--- config.mk ---
export PLATFORM = sky130hd
export DESIGN_NAME = jam_cost_sched_flat
export DESIGN_NICKNAME = d
export VERILOG_FILES = /design/src/rtl/jam_cost_sched_if.sv /design/src/rtl/jam_cost_sched.sv /design/src/flat_wrapper.sv
export SDC_FILE = /design/constraint.sdc
export NUM_CORES = 1
export LEC_CHECK = 0
export ABC_AREA = 1
export BUFFER_PORTS_ARGS = -buffer_cell sky130_fd_sc_hd__buf_2
export CORE_ASPECT_RATIO = 0.5
export CORE_MARGIN = 2
export CORE_UTILIZATION = 56
export CTS_BUF_LIST = sky130_fd_sc_hd__clkbuf_16
export CTS_CLUSTER_DIAMETER = 200
export DETAILED_ROUTE_END_ITERATION = 8
export PLACE_DENSITY = 0.79
export SLEW_MARGIN = 40
export SYNTH_ARGS = -nofsm -noshare
export SYNTH_HDL_FRONTEND = slang
export SYNTH_SLANG_ARGS = --single-unit
--- constraint.sdc ---
create_clock -name CLK -period 3.03 [get_ports CLK]
set_input_delay 0.303 -clock CLK [delete_from_list [all_inputs] [get_ports CLK]]
set_output_delay 0.303 -clock CLK [all_outputs]
set_load 0.005 [all_outputs]
--- src/rtl/jam_cost_sched_if.sv ---
// Permutation handshake between the permutation generator (master) and the
// cost scheduler (slave).
interface jam_cost_sched_if;
  logic        perm_valid;
  logic        perm_ready;
  logic [23:0] perm_data;
  logic        perm_last;

  modport master (output perm_valid, perm_data, perm_last, input perm_ready);
  modport slave  (input perm_valid, perm_data, perm_last, output perm_ready);
endinterface

--- src/rtl/jam_cost_sched.sv ---
// Job-assignment cost sequencer: walks each accepted permutation through the
// cost ROM, tracks the minimum total and how many permutations reach it.
module jam_cost_sched #(
  parameter int PRUNE_EN = 1,
  parameter int MIN_INIT = 1023
) (
  input  logic                   CLK,
  input  logic                   RST,
  jam_cost_sched_if.slave        perm,
  output logic [2:0]             W,
  output logic [2:0]             J,
  input  logic [6:0]             Cost,
  output logic [9:0]             MinCost,
  output logic [3:0]             MatchCount,
  output logic                   Valid
);
  typedef enum logic [1:0] {IDLE, EVAL, CMP, DONE} state_t;

  localparam logic [9:0] MIN_INIT_V = 10'(MIN_INIT);
  localparam bit         PRUNE_ON   = (PRUNE_EN != 0);

  state_t      state;
  logic [23:0] permR;
  logic        lastR;
  logic [9:0]  acc;
  logic [9:0]  accNext;
  logic [2:0]  widx;
  logic        permReady;

  function automatic logic [2:0] jobOf(logic [23:0] p, logic [2:0] i);
    return p[5'(i) * 5'd3 +: 3];
  endfunction

  function automatic logic [3:0] satInc(logic [3:0] v);
    return (v == 4'd15) ? v : v + 4'd1;
  endfunction

  // 8 x 127 = 1016 fits in 10 bits, so the running sum never wraps.
  assign accNext         = acc + 10'(Cost);
  assign W               = widx;
  assign perm.perm_ready = permReady;

  always_ff @(posedge CLK) begin
    if (RST) begin
      state      <= IDLE;
      permReady  <= 1'b1;
      widx       <= 3'd0;
      J          <= 3'd0;
      acc        <= 10'd0;
      lastR      <= 1'b0;
      MinCost    <= MIN_INIT_V;
      MatchCount <= 4'd0;
      Valid      <= 1'b0;
    end else begin
      case (state)
        IDLE: begin
          if (perm.perm_valid && permReady) begin
            permR     <= perm.perm_data;
            lastR     <= perm.perm_last;
            acc       <= 10'd0;
            widx      <= 3'd0;
            J         <= jobOf(perm.perm_data, 3'd0);
            permReady <= 1'b0;
            state     <= EVAL;
          end
        end
        EVAL: begin
          acc <= accNext;
          // Strictly-greater test keeps ties alive so they are always counted.
          if (PRUNE_ON && (accNext > MinCost)) begin
            widx <= 3'd0;
            J    <= 3'd0;
            if (lastR) begin
              state <= DONE;
              Valid <= 1'b1;
            end else begin
              state     <= IDLE;
              permReady <= 1'b1;
            end
          end else if (widx == 3'd7) begin
            widx  <= 3'd0;
            J     <= 3'd0;
            state <= CMP;
          end else begin
            widx <= widx + 3'd1;
            J    <= jobOf(permR, widx + 3'd1);
          end
        end
        CMP: begin
          if (acc < MinCost) begin
            MinCost    <= acc;
            MatchCount <= 4'd1;
          end else if (acc == MinCost) begin
            MatchCount <= satInc(MatchCount);
          end
          if (lastR) begin
            state <= DONE;
            Valid <= 1'b1;
          end else begin
            state     <= IDLE;
            permReady <= 1'b1;
          end
        end
        DONE: begin
          state <= DONE;
        end
      endcase
    end
  end
endmodule

--- src/flat_wrapper.sv ---
// flat-port wrapper written by rule: the top's interface ports become plain ports
module jam_cost_sched_flat 
#(
  parameter int PRUNE_EN = 1,
  parameter int MIN_INIT = 1023
)
  (CLK, RST, W, J, Cost, MinCost, MatchCount, Valid, perm_perm_valid, perm_perm_data, perm_perm_last, perm_perm_ready);
  jam_cost_sched_if perm_i ();
  input  logic CLK;
  input  logic RST;
  output logic [2:0] W;
  output logic [2:0] J;
  input  logic [6:0] Cost;
  output logic [9:0] MinCost;
  output logic [3:0] MatchCount;
  output logic Valid;
  input wire logic [$bits(perm_i.perm_valid)-1:0] perm_perm_valid;
  input wire logic [$bits(perm_i.perm_data)-1:0] perm_perm_data;
  input wire logic [$bits(perm_i.perm_last)-1:0] perm_perm_last;
  output wire logic [$bits(perm_i.perm_ready)-1:0] perm_perm_ready;
  assign perm_i.perm_valid = perm_perm_valid;
  assign perm_i.perm_data = perm_perm_data;
  assign perm_i.perm_last = perm_perm_last;
  assign perm_perm_ready = perm_i.perm_ready;
  jam_cost_sched #(.PRUNE_EN(PRUNE_EN), .MIN_INIT(MIN_INIT)) u_core (.CLK(CLK), .RST(RST), .perm(perm_i), .W(W), .J(J), .Cost(Cost), .MinCost(MinCost), .MatchCount(MatchCount), .Valid(Valid));
endmodule
Yosys cells after proc, flatten, opt, wreduce, memory -nomap -nowiden

Cells that the tools add are included.
W data, S select, Z words.

Equal/unequal tests: 10
Reductions and logical operators: 14
Divide/modulo/power cells: 0
Multiply operators: 1
Muxes and demuxes: 25
Add/subtract/negate cells: 3
Shifts and indexed selects: 1
Bitwise operators: 1
Order comparisons: 2

Operators by type and width:

| cell                  | count |
|---|---|
| $shiftx A24 B6 Y3     | 1 |
| $pmux W10 S2          | 1 |
| $mux W3               | 6 |
| $mux W4               | 3 |
| $pmux W3 S2           | 2 |
| $add A10 B7 Y10       | 1 |
| $eq A10 B10 Y1        | 1 |
| $gt A10 B10 Y1        | 1 |
| $lt A10 B10 Y1        | 1 |
| $mux W10              | 1 |
| $reduce_and A2 Y1     | 5 |
| $reduce_and A3 Y1     | 3 |
| $mux W2               | 4 |
| $pmux W2 S4           | 1 |
| $ne A2 B1 Y1 const B  | 3 |
| $reduce_bool A2 Y1    | 3 |
| $mul A3 B2 Y5 const B | 1 |
| $mux W1               | 5 |
| $add A4 B1 Y4 const B | 1 |
| $eq A2 B2 Y1 const B  | 2 |
| $eq A4 B4 Y1 const B  | 1 |
| $add A3 B1 Y3 const B | 1 |
| $eq A3 B3 Y1 const B  | 1 |
| $ne A3 B1 Y1 const B  | 1 |
| 7 further kinds       | 7 |

Register bits: 59
Word-level logic and storage cells: 67
Latch bits: 0
Memories: 0
RAM bits: 0
Bits in read-only memories: 0

Longest topological paths before layout

Gate-level depths: netlist of the first run.

Depth in word-level cells: 6
Depth in mapped cells: 20
Depth with buffers taken out: 20

Worst setup path after synthesis of the first run

Ideal clock, no wire load.

Path type: in2reg
From: in Cost[0]
To: reg u_core.state[1]
Path buffers: 0
Path slack: 0.493 ns
Cell stages on the path: 17
Arrival: 2.423 ns
Cell sequence: ha_1 -> fa_1 -> nand3_1 -> nand2_1 -> a21oi_1 -> xor2_1 -> inv_2 -> ha_1 -> nand2_1 -> nor2_2 -> nand3_1 -> nand3_1 -> nand2_2 -> nand2_1 -> nand2_1 -> a21oi_1 -> nor2_1

Cells in the longest elaborated chain, start to end: 4

Ends and longest elaborated chain:

| item                                                    | line                 | text |
|---|---|---|
| start, declared                                         | flat_wrapper.sv:13   | `input logic [6:0] Cost;` |
| $add A10 B7 Y10 *                                       | jam_cost_sched.sv:39 | `assign accNext = acc + 10'(Cost);` |
| $gt A10 B10 Y1 *                                        | jam_cost_sched.sv:70 | `if (PRUNE_ON && (accNext > MinCost)) begin` |
| $mux W2 / $ne A3 B1 Y1 (equally long branches)          | n/a                  |  |
| $pmux W2 S4 / $reduce_and A2 Y1 (equally long branches) | n/a                  |  |
| end signal, assigned                                    | jam_cost_sched.sv:45 | `state <= IDLE;` |
| end signal, assigned                                    | jam_cost_sched.sv:74 | `state <= DONE;` |
| end signal, assigned                                    | jam_cost_sched.sv:77 | `state <= IDLE;` |
| end, declared                                           | jam_cost_sched.sv:22 | `state_t state;` |

Mark *: on every way between the ends. The rest lies on a longest branch, timed or not.
A chain may end at the register's enable or synchronous reset.

Worst setup path after layout of the first run

From: reg u_core.acc[0]
To: reg u_core.state[1]

Cells in the longest elaborated chain, start to end: 4

Ends and longest elaborated chain:

| item                                                    | line                 | text |
|---|---|---|
| start, declared                                         | jam_cost_sched.sv:25 | `logic [9:0] acc;` |
| start signal, assigned                                  | jam_cost_sched.sv:68 | `acc <= accNext;` |
| $add A10 B7 Y10 *                                       | jam_cost_sched.sv:39 |  |
| $gt A10 B10 Y1 *                                        | jam_cost_sched.sv:70 |  |
| $mux W2 / $ne A3 B1 Y1 (equally long branches)          | n/a                  |  |
| $pmux W2 S4 / $reduce_and A2 Y1 (equally long branches) | n/a                  |  |

Marked as above.

==> flow_metrics.env, run 1 <==
export IMPL_crit_top_cell="nand2_1"
export IMPL_cpMaxStageDelayCell="fa_1"
export IMPL_drive_above_1_share_pct=22.7
export IMPL_power_density_nw_per_um2=803
export IMPL_antenna_cells=0
export IMPL_hold_buffers=0
export IMPL_core_area_um2=5660
export IMPL_cts_max_level=3
export IMPL_syn_avg_cell_area_um2=8.40
export IMPL_hpwl_mm=5.14
export IMPL_final_nets=533
export IMPL_dp_cells=524
export IMPL_finalHoldViolCount=0
export IMPL_track_usage_pct=23.9
export IMPL_critPathKind="reg -> reg"
export IMPL_max_cap_violations=0
export IMPL_rsz0062_at_grt="no"
export IMPL_max_slew_margin_pct=63.3
export IMPL_leakagePower_uw=0.00198
export IMPL_post_drt_wl_per_cell_um=13.3
export IMPL_finalSetupViolations=0
export IMPL_outcome="finished clean"
export IMPL_syn_nets=475
export IMPL_cp_max_fo=5
export IMPL_ys_seq_area_share_pct=41.9
export IMPL_drt_iter0_markers=157
export IMPL_layout_commonest_cell="nand2_1"
export IMPL_num_rows=19
export IMPL_slowest_delay_ns=0.40
export IMPL_numCtsBuffers=9
export IMPL_finClkSkew_ns=0.00490
export IMPL_ant_nets=0
export IMPL_instances_no_fill=540
export IMPL_netlist_cell_type_count=35
export IMPL_crit_chain="ha_1 > fa_1 > nand3_1 > nand2_1 > a21oi_1 > xor2_1 > inv_2 > ha_1 > nand2_1 > nor2_2 > nand3_1 > nand3_1 > nand2_2 > nand2_1 > nand2_1 > a21oi_1 > nor2_1"
export IMPL_place_area_um2=3720
export IMPL_finalCritPeriodShare_pct=92.7
export IMPL_drt_drc_violations_left=0
export IMPL_drv_slew=0
export IMPL_cts_tree="built"
export IMPL_crit_path_start_kind="register"
export IMPL_mostFrequentLayoutCells="nand2_1 (108), buf_2 (56), a21oi_1 (45)"
export IMPL_die_x_um=114
export IMPL_routabilityCongestion=0.888
export IMPL_synth_area_um2=3390
export IMPL_vias_per_cell=5.35
export IMPL_ys_warn_count=0
export IMPL_clock_fmax_mhz=356
export IMPL_tightestPinTransition_ns=0.550
export IMPL_die_area_um2=6740
export IMPL_cp_data_required_time_ns=3.25
export IMPL_ir_worst_vdd_mv=0.495
export IMPL_fin_ws_ns=0.220
export IMPL_cts_sinks=59
export IMPL_die_height_um=59.0
export IMPL_end_kind="register"
export IMPL_dpl_worst_slack_ns=0.126
export IMPL_worstPathArrival_ns=3.03
export IMPL_root_buffer="clkbuf_16"
export IMPL_synth_seq_cells=59
export IMPL_dr_pass1_iters=4
export IMPL_clock_path_buffers=2
export IMPL_io_buffers=56
export IMPL_synth_cells=404
export IMPL_fin_crit_ns=2.81
export IMPL_start_util_pct=60.0
export IMPL_gr_total_overflow=0
export IMPL_route_vias_total=2887
export IMPL_finalWirelength_mm=7.19
export IMPL_grt_pass1_vias=2694
export IMPL_grt_max_degree=28
export IMPL_stdcell_area_um2=4060
export IMPL_min_path_type="in -> reg"
export IMPL_syn_to_final_growth_pct=19.5
export IMPL_pin_count=57
export IMPL_fin_util_pct=71.7
export IMPL_setup_tns_ns=0
export IMPL_post_cts_buffers=0
export IMPL_grt_antenna_before_repair=0
export IMPL_clkLatencyLatePin_ns=0.33
export IMPL_clkTransAtPathRegs_ns=0.05
export IMPL_grt_first_pass_wirelength_mm=12.1
-- kinds of logic (layout without fill, tap and decap cells) --
kind of cell             count (synthesis)  count (layout)  share of synthesized area [%]
buffers and inverters                   60             123                           7.26
AND/OR/NAND/NOR                        166             166                           21.9
AO/OA/AOI/OAI                           75              75                           13.2
XOR/XNOR                                 8               8                           2.29
flip-flops                              59              59                           41.9
adder cells (fa/ha/maj)                 36              36                           13.5
-- through the flow --
step,hold WS [ns],total power (uW)
global route,0.130,3500
CTS,0.137,3260
finish,0.146,3260
detailed placement,0.481,2170
global placement,0.467,2130
floorplan,0.402,1880
-- final cells by class --
type | instances | area, um2
clock buffers | 9 | 225
clock inverters | 7 | 92.6
fillers | 445 | 1600
inverters | 50 | 188
multi-input cells | 285 | 1750
flip-flops and latches | 59 | 1420
well taps | 73 | 91.3
repair buffers | 57 | 288
-- path summary, 6_finish.rpt --
| kind | from | to | cells after the start | slack [ns] |
|---|---|---|---|---|
| min | perm_perm_data[5] | u_core.permR[5] | 1 | 0.15 |
| min reg2reg | u_core.W[2] | u_core.W[2] | 2 | 0.49 |
| max | u_core.acc[0] | u_core.state[1] | 17 | 0.22 |
| max reg2reg | u_core.acc[0] | u_core.state[1] | 17 | 0.22 |
-- cells in the mapped netlist --
cell	number	share of area (%)
o21ai_2	11	2.8
clkinv_1	1	0.11
edfxtp_1	24	21
buf_2	4	0.59
o211ai_1	7	1.5
clkbuf_1	4	0.44
nand2_2	1	0.18
o21a_2	1	0.26
o21ai_0	6	0.88
buf_1	1	0.11
xor2_1	7	1.8
ha_1	35	13
nand2_1	109	12
nor3_1	1	0.15
o21ai_1	1	0.15
o21bai_1	2	0.44
buf_12	1	0.59
nand3_4	1	0.52
fa_1	1	0.59
nand3_1	25	3.7
nand3_2	1	0.29
inv_1	43	4.8
dfxtp_1	35	21
inv_2	6	0.66
xor2_2	1	0.48
nor2_8	1	0.59
a31oi_1	1	0.18
a21oi_1	45	6.6
nor2_1	12	1.3
and2_1	1	0.18
nor3_4	1	0.48
nand4_1	8	1.5
nor2_2	4	0.74
a21boi_1	1	0.22
nand3b_1	1	0.22
-- worst max-delay path, delay by kind of cell (launching register included) --
| kind | cells | cell delay [ns] |
|---|---|---|
| and+or+nand+nor | 10 | 0.93 |
| adders and majority gates | 3 | 0.87 |
| AOI/OAI and AO/OA | 2 | 0.33 |
| DFF | 1 | 0.32 |
| xor gates and xnor gates | 1 | 0.20 |
| buffers and inverters | 1 | 0.05 |
-- registers in the layout, indices dropped and copies added, names as in the netlist --
signal,count
u_core.lastR,1
u_core.MatchCount,4
u_core.Valid,1
u_core.state,2
u_core.J,3
u_core.perm.perm_ready,1
u_core.permR,24
u_core.acc,10
u_core.MinCost,10
u_core.W,3
-- routing by layer --
layer  track usage, %  wire length (um)  vias to the layer above
met5                0                 0                        -
met2             39.1              3360                       86
met1             29.1              3220                     1309
met4             9.41               142                        0
met3             9.20               463                       20
li1                 -                 -                     1472
-- power breakdown --
group / leakage, uW / internal, uW / total [uW] / switching (uW)
Sequential: 0.000507 / 997 / 1100 / 108
Clock: 0.000151 / 715 / 1070 / 359
Combinational: 0.00132 / 395 / 1080 / 684
-- repair_timing --
action | 4_1_cts | 5_1_grt
hold endpoints to repair | 0 | 0
resized for setup | 0 | 5
endpoints found under the setup margin | 0 | 7
Note: power is estimated with default switching activity, not from simulation.
==> inputs of run 2 (changes only) <==
CORE_UTILIZATION = 58   (was 56)
CTS_BUF_LIST = sky130_fd_sc_hd__clkbuf_2   (was sky130_fd_sc_hd__clkbuf_16)
PLACE_DENSITY = 0.82   (was 0.79)
==> flow_metrics.env, run 2 (synthesis gave the netlist of run 1 again) <==
export IMPL_largest_registers="u_core.permR x24, u_core.MinCost x10, u_core.acc x10"
export IMPL_tightestPinTransition_ns=0.553
export IMPL_holdCritStartpoint="perm_perm_last"
export IMPL_cp_data_required_time_ns=3.49
export IMPL_die_x_um=112
export IMPL_end_kind="register"
export IMPL_io_buffers=56
export IMPL_fin_crit_ns=2.83
export IMPL_outcome="finished clean"
export IMPL_routabilityCongestion=0.905
export IMPL_grt_pass1_vias=2675
export IMPL_grt_max_degree=28
export IMPL_finalCritPeriodShare_pct=93.3
export IMPL_hpwl_mm=4.84
export IMPL_drv_slew=0
export IMPL_track_usage_pct=24.2
export IMPL_leakagePower_uw=0.00198
export IMPL_dr_pass1_iters=4
export IMPL_crit_path_start_kind="register"
export IMPL_start_util_pct=61.0
export IMPL_num_rows=19
export IMPL_cts_sinks=59
export IMPL_worstPathArrival_ns=3.29
export IMPL_finalSetupViolations=0
export IMPL_drt_iter0_markers=102
export IMPL_finClkSkew_ns=0.0181
export IMPL_antenna_cells=0
export IMPL_critPathKind="reg -> reg"
export IMPL_cp_max_fo=5
export IMPL_dp_cells=524
export IMPL_numCtsBuffers=9
export IMPL_clock_fmax_mhz=354
export IMPL_post_drt_wl_per_cell_um=12.9
export IMPL_vias_per_cell=5.13
export IMPL_drt_drc_violations_left=0
export IMPL_cts_tree="built"
export IMPL_max_cap_violations=0
export IMPL_clkLatencyLatePin_ns=0.50
export IMPL_drive_above_1_share_pct=21.0
export IMPL_cts_max_level=3
export IMPL_gr_total_overflow=0
export IMPL_die_height_um=58.1
export IMPL_die_area_um2=6520
export IMPL_power_density_nw_per_um2=636
export IMPL_pin_count=57
export IMPL_max_slew_margin_pct=63.1
export IMPL_ir_worst_vdd_mv=0.455
export IMPL_mostFrequentLayoutCells="nand2_1 (108), buf_2 (56), a21oi_1 (45)"
export IMPL_clock_path_buffers=2
export IMPL_route_vias_total=2896
export IMPL_post_cts_buffers=0
export IMPL_crit_start="u_core.acc[0]"
export IMPL_fin_util_pct=72.8
export IMPL_place_area_um2=3720
export IMPL_grt_first_pass_wirelength_mm=12.1
export IMPL_min_path_type="in -> reg"
export IMPL_core_area_um2=5560
export IMPL_instances_no_fill=564
export IMPL_grt_antenna_before_repair=0
export IMPL_top_register="u_core.permR"
export IMPL_finalHoldViolCount=0
export IMPL_finalWirelength_mm=7.30
export IMPL_clkTransAtPathRegs_ns=0.17
export IMPL_ant_nets=0
export IMPL_stdcell_area_um2=4050
export IMPL_largest_reg_flops=24
export IMPL_layout_commonest_cell="nand2_1"
export IMPL_final_nets=557
export IMPL_root_buffer="clkbuf_2"
export IMPL_syn_to_final_growth_pct=19.4
export IMPL_timing_rr_start="u_core.acc[0]"
[run 2: worst max-delay path: stages, from the launching register on]
cell	delay, ns
dfxtp_1	0.36
ha_1	0.21
fa_1	0.41
nand3_1	0.11
nand2_1	0.10
a21oi_1	0.16
xor2_1	0.19
inv_2	0.05
ha_1	0.26
nand2_1	0.06
nor2_2	0.14
nand3_1	0.09
nand3_1	0.10
nand2_2	0.10
nand2_1	0.12
nand2_1	0.10
nand2_1	0.07
nand2_1	0.04
nor2_1	0.09
[run 2: through the flow]
stage          TNS, ns  total power (uW)  hold slack, ns  setup WS (ns)
2_1_floorplan        0              1880           0.402          0.493
3_3_place_gp         0              2130           0.473          0.260
3_5_place_dp         0              2150           0.481          0.186
4_1_cts              0              2570          0.0263          0.257
5_1_grt        -0.0373              2800          0.0670        -0.0268
6_report             0              2580          0.0619          0.203
[run 2: what timing repair did]
action,CTS,global route
endpoints found under the hold margin,24,0
hold buffers,24,0
gates resized for setup,0,1
endpoints found under the setup margin,0,2
[run 2: per-layer routing]
layer  part of all wire, %  vias up  GRT usage, %
met5                     0        -             0
met4                   1.4        0          8.19
met3                   7.3       11          8.58
met2                    47       85          41.3
met1                    44     1282          29.1
li1                      -     1518             -
[run 2: worst paths after layout]
kind	end	slack (ns)	depth (start not counted)
setup reg to reg	u_core.state[1]	0.20	18
hold reg to reg	u_core.acc[0]	0.50	2
setup / recovery	u_core.state[1]	0.20	18
hold / removal	u_core.lastR	0.06	3
[run 2: area by class of cell]
type                    instances  area (um2)
inverters                      50         188
well taps                      73        91.3
clock inverters                 7        45.0
fillers                       440        1510
flip-flops and latches         59        1420
clock buffers                   9        45.0
repair buffers                 81         528
multi-input cells             285        1730
[run 2: power breakdown]
| group | internal, uW | total [uW] | switching, uW |
|---|---|---|---|
| logic | 405 | 1070 | 662 |
| registers | 992 | 1100 | 107 |
| clock network | 102 | 410 | 308 |
==> inputs of run 3 (changes only) <==
==> constraint.sdc (replaced) <==
create_clock -name CLK -period 3.09 [get_ports CLK]
set_input_delay 0.4635 -clock CLK [delete_from_list [all_inputs] [get_ports CLK]]
set_output_delay 0.4635 -clock CLK [all_outputs]
set_load 0.005 [all_outputs]
==> flow_metrics.env, run 3 (synthesis gave the netlist of run 1 again) <==
export IMPL_post_cts_buffers=0
export IMPL_setup_tns_ns=0
export IMPL_fin_ws_ns=0.305
export IMPL_drt_iter0_markers=124
export IMPL_drt_drc_violations_left=0
export IMPL_tightestPinTransition_ns=0.566
export IMPL_grt_pass1_vias=2554
export IMPL_cts_tree="built"
export IMPL_numCtsBuffers=9
export IMPL_cts_max_level=3
export IMPL_largest_reg_flops=24
export IMPL_ant_nets=0
export IMPL_cp_max_fo=5
export IMPL_cts_sinks=59
export IMPL_mostFrequentLayoutCells="nand2_1 (109), buf_2 (56), a21oi_1 (45)"
export IMPL_leakagePower_uw=0.00189
export IMPL_min_path_type="in -> reg"
export IMPL_rsz0062_at_grt="no"
export IMPL_vias_per_cell=5.17
export IMPL_cts_repair_resized=0
export IMPL_finalHoldViolCount=0
export IMPL_dpl_worst_slack_ns=0.0777
export IMPL_layout_commonest_cell="nand2_1"
export IMPL_antenna_cells=0
export IMPL_power_density_nw_per_um2=670
export IMPL_max_slew_margin_pct=62.3
export IMPL_top_register="u_core.permR"
export IMPL_clock_fmax_mhz=359
export IMPL_cp_data_required_time_ns=3.54
export IMPL_stdcell_area_um2=3830
export IMPL_clock_path_buffers=2
export IMPL_drive_above_1_share_pct=21.6
export IMPL_routabilityCongestion=0.905
export IMPL_place_area_um2=3720
export IMPL_critPathKind="reg -> reg"
export IMPL_post_drt_wl_per_cell_um=12.2
export IMPL_drv_slew=0
export IMPL_hold_buffers=0
export IMPL_crit_path_start_kind="register"
export IMPL_finalSetupViolations=0
export IMPL_die_height_um=58.1
export IMPL_core_area_um2=5560
export IMPL_grt_max_degree=28
export IMPL_hpwl_mm=4.84
export IMPL_finalCritPeriodShare_pct=90.1
export IMPL_grt_antenna_before_repair=0
export IMPL_syn_to_final_growth_pct=12.9
export IMPL_root_buffer="clkbuf_2"
export IMPL_dr_pass1_iters=4
export IMPL_hold_slack_ns=0.126
export IMPL_num_rows=19
export IMPL_io_buffers=56
export IMPL_worstPathArrival_ns=3.23
export IMPL_fin_crit_ns=2.78
export IMPL_track_usage_pct=21.6
export IMPL_finClkSkew_ns=0.0156
export IMPL_pin_count=57
export IMPL_largest_registers="u_core.permR x24, u_core.MinCost x10, u_core.acc x10"
export IMPL_clkLatencyLatePin_ns=0.50
export IMPL_outcome="finished clean"
export IMPL_grt_first_pass_wirelength_mm=11.0
export IMPL_max_cap_violations=0
export IMPL_gr_total_overflow=0
export IMPL_finalWirelength_mm=6.57
export IMPL_die_area_um2=6520
export IMPL_route_vias_total=2791
export IMPL_start_util_pct=61.0
export IMPL_end_kind="register"
export IMPL_ir_worst_vdd_mv=0.450
export IMPL_power_uw=2570
export IMPL_die_x_um=112
export IMPL_clkTransAtPathRegs_ns=0.17
export IMPL_final_nets=533
-- run 3: changes by cell type in the layout (fill, tap and decap cells not counted) --
cell | before | now
nand2_1 | 108 | 109
clkinv_2 | 2 | 0
bufinv_16 | 0 | 1
dlygate4sd3_1 | 24 | 0
clkinv_1 | 2 | 3
nand2_2 | 2 | 1
-- run 3: layout make-up --
class / instances / area, um2
tap: 73 / 91.3
sequential: 59 / 1420
fill: 490 / 1730
timing repair buffer: 57 / 288
inverter: 50 / 188
multi-input combinational: 285 / 1730
clock inverter: 7 / 68.8
clock buffer: 9 / 45.0
-- run 3: worst paths after layout --
path | startpoint | cells after the start | slack, ns | to
worst max-delay path | u_core.acc[2] | 18 | 0.31 | u_core.state[1]
worst min-delay path | perm_perm_data[16] | 1 | 0.13 | u_core.permR[16]
worst max register to register | u_core.acc[2] | 18 | 0.31 | u_core.state[1]
worst min register to register | u_core.W[2] | 2 | 0.50 | u_core.W[2]
-- run 3: report_power, final --
group	internal (uW)	leakage (uW)	switching, uW	total [uW]
sequential	972	0.000506	103	1080
clock	182	0.0000592	297	478
combinational	376	0.00132	639	1010
-- run 3: worst max-delay path, cell delays in order, from the launching register on --
cell     delay (ns)
dfxtp_1        0.38
ha_1           0.36
nand3_1        0.09
nand2_1        0.14
nand3_1        0.09
nand2_1        0.15
nand3_1        0.11
and2_1         0.18
ha_1           0.29
nand2_1        0.08
nor2_2         0.15
nand3_1        0.09
nand3_1        0.10
nand2_2        0.09
nand2_1        0.11
nand2_1        0.10
nand2_1        0.07
nand2_1        0.04
nor2_1         0.09
-- run 3: through the flow --
step | util, % | cells
detailed placement | 66.8 | 524
global placement | 66.8 | 524
CTS | 68.8 | 540
finish | 68.9 | 540
global route | 68.9 | 540
floorplan | - | 404
-- run 3: routing by layer --
| metal | share of wire (%) | vias up | wire [um] | track usage [%] |
|---|---|---|---|---|
| met1 | 48 | 1254 | 3140 | 26.3 |
| met5 | 0 | - | 0 | 0 |
| met4 | 1.1 | 0 | 72 | 7.32 |
| met3 | 5.7 | 6 | 376 | 8.16 |
| li1 | - | 1472 | - | - |
| met2 | 45 | 59 | 2990 | 36.1 |
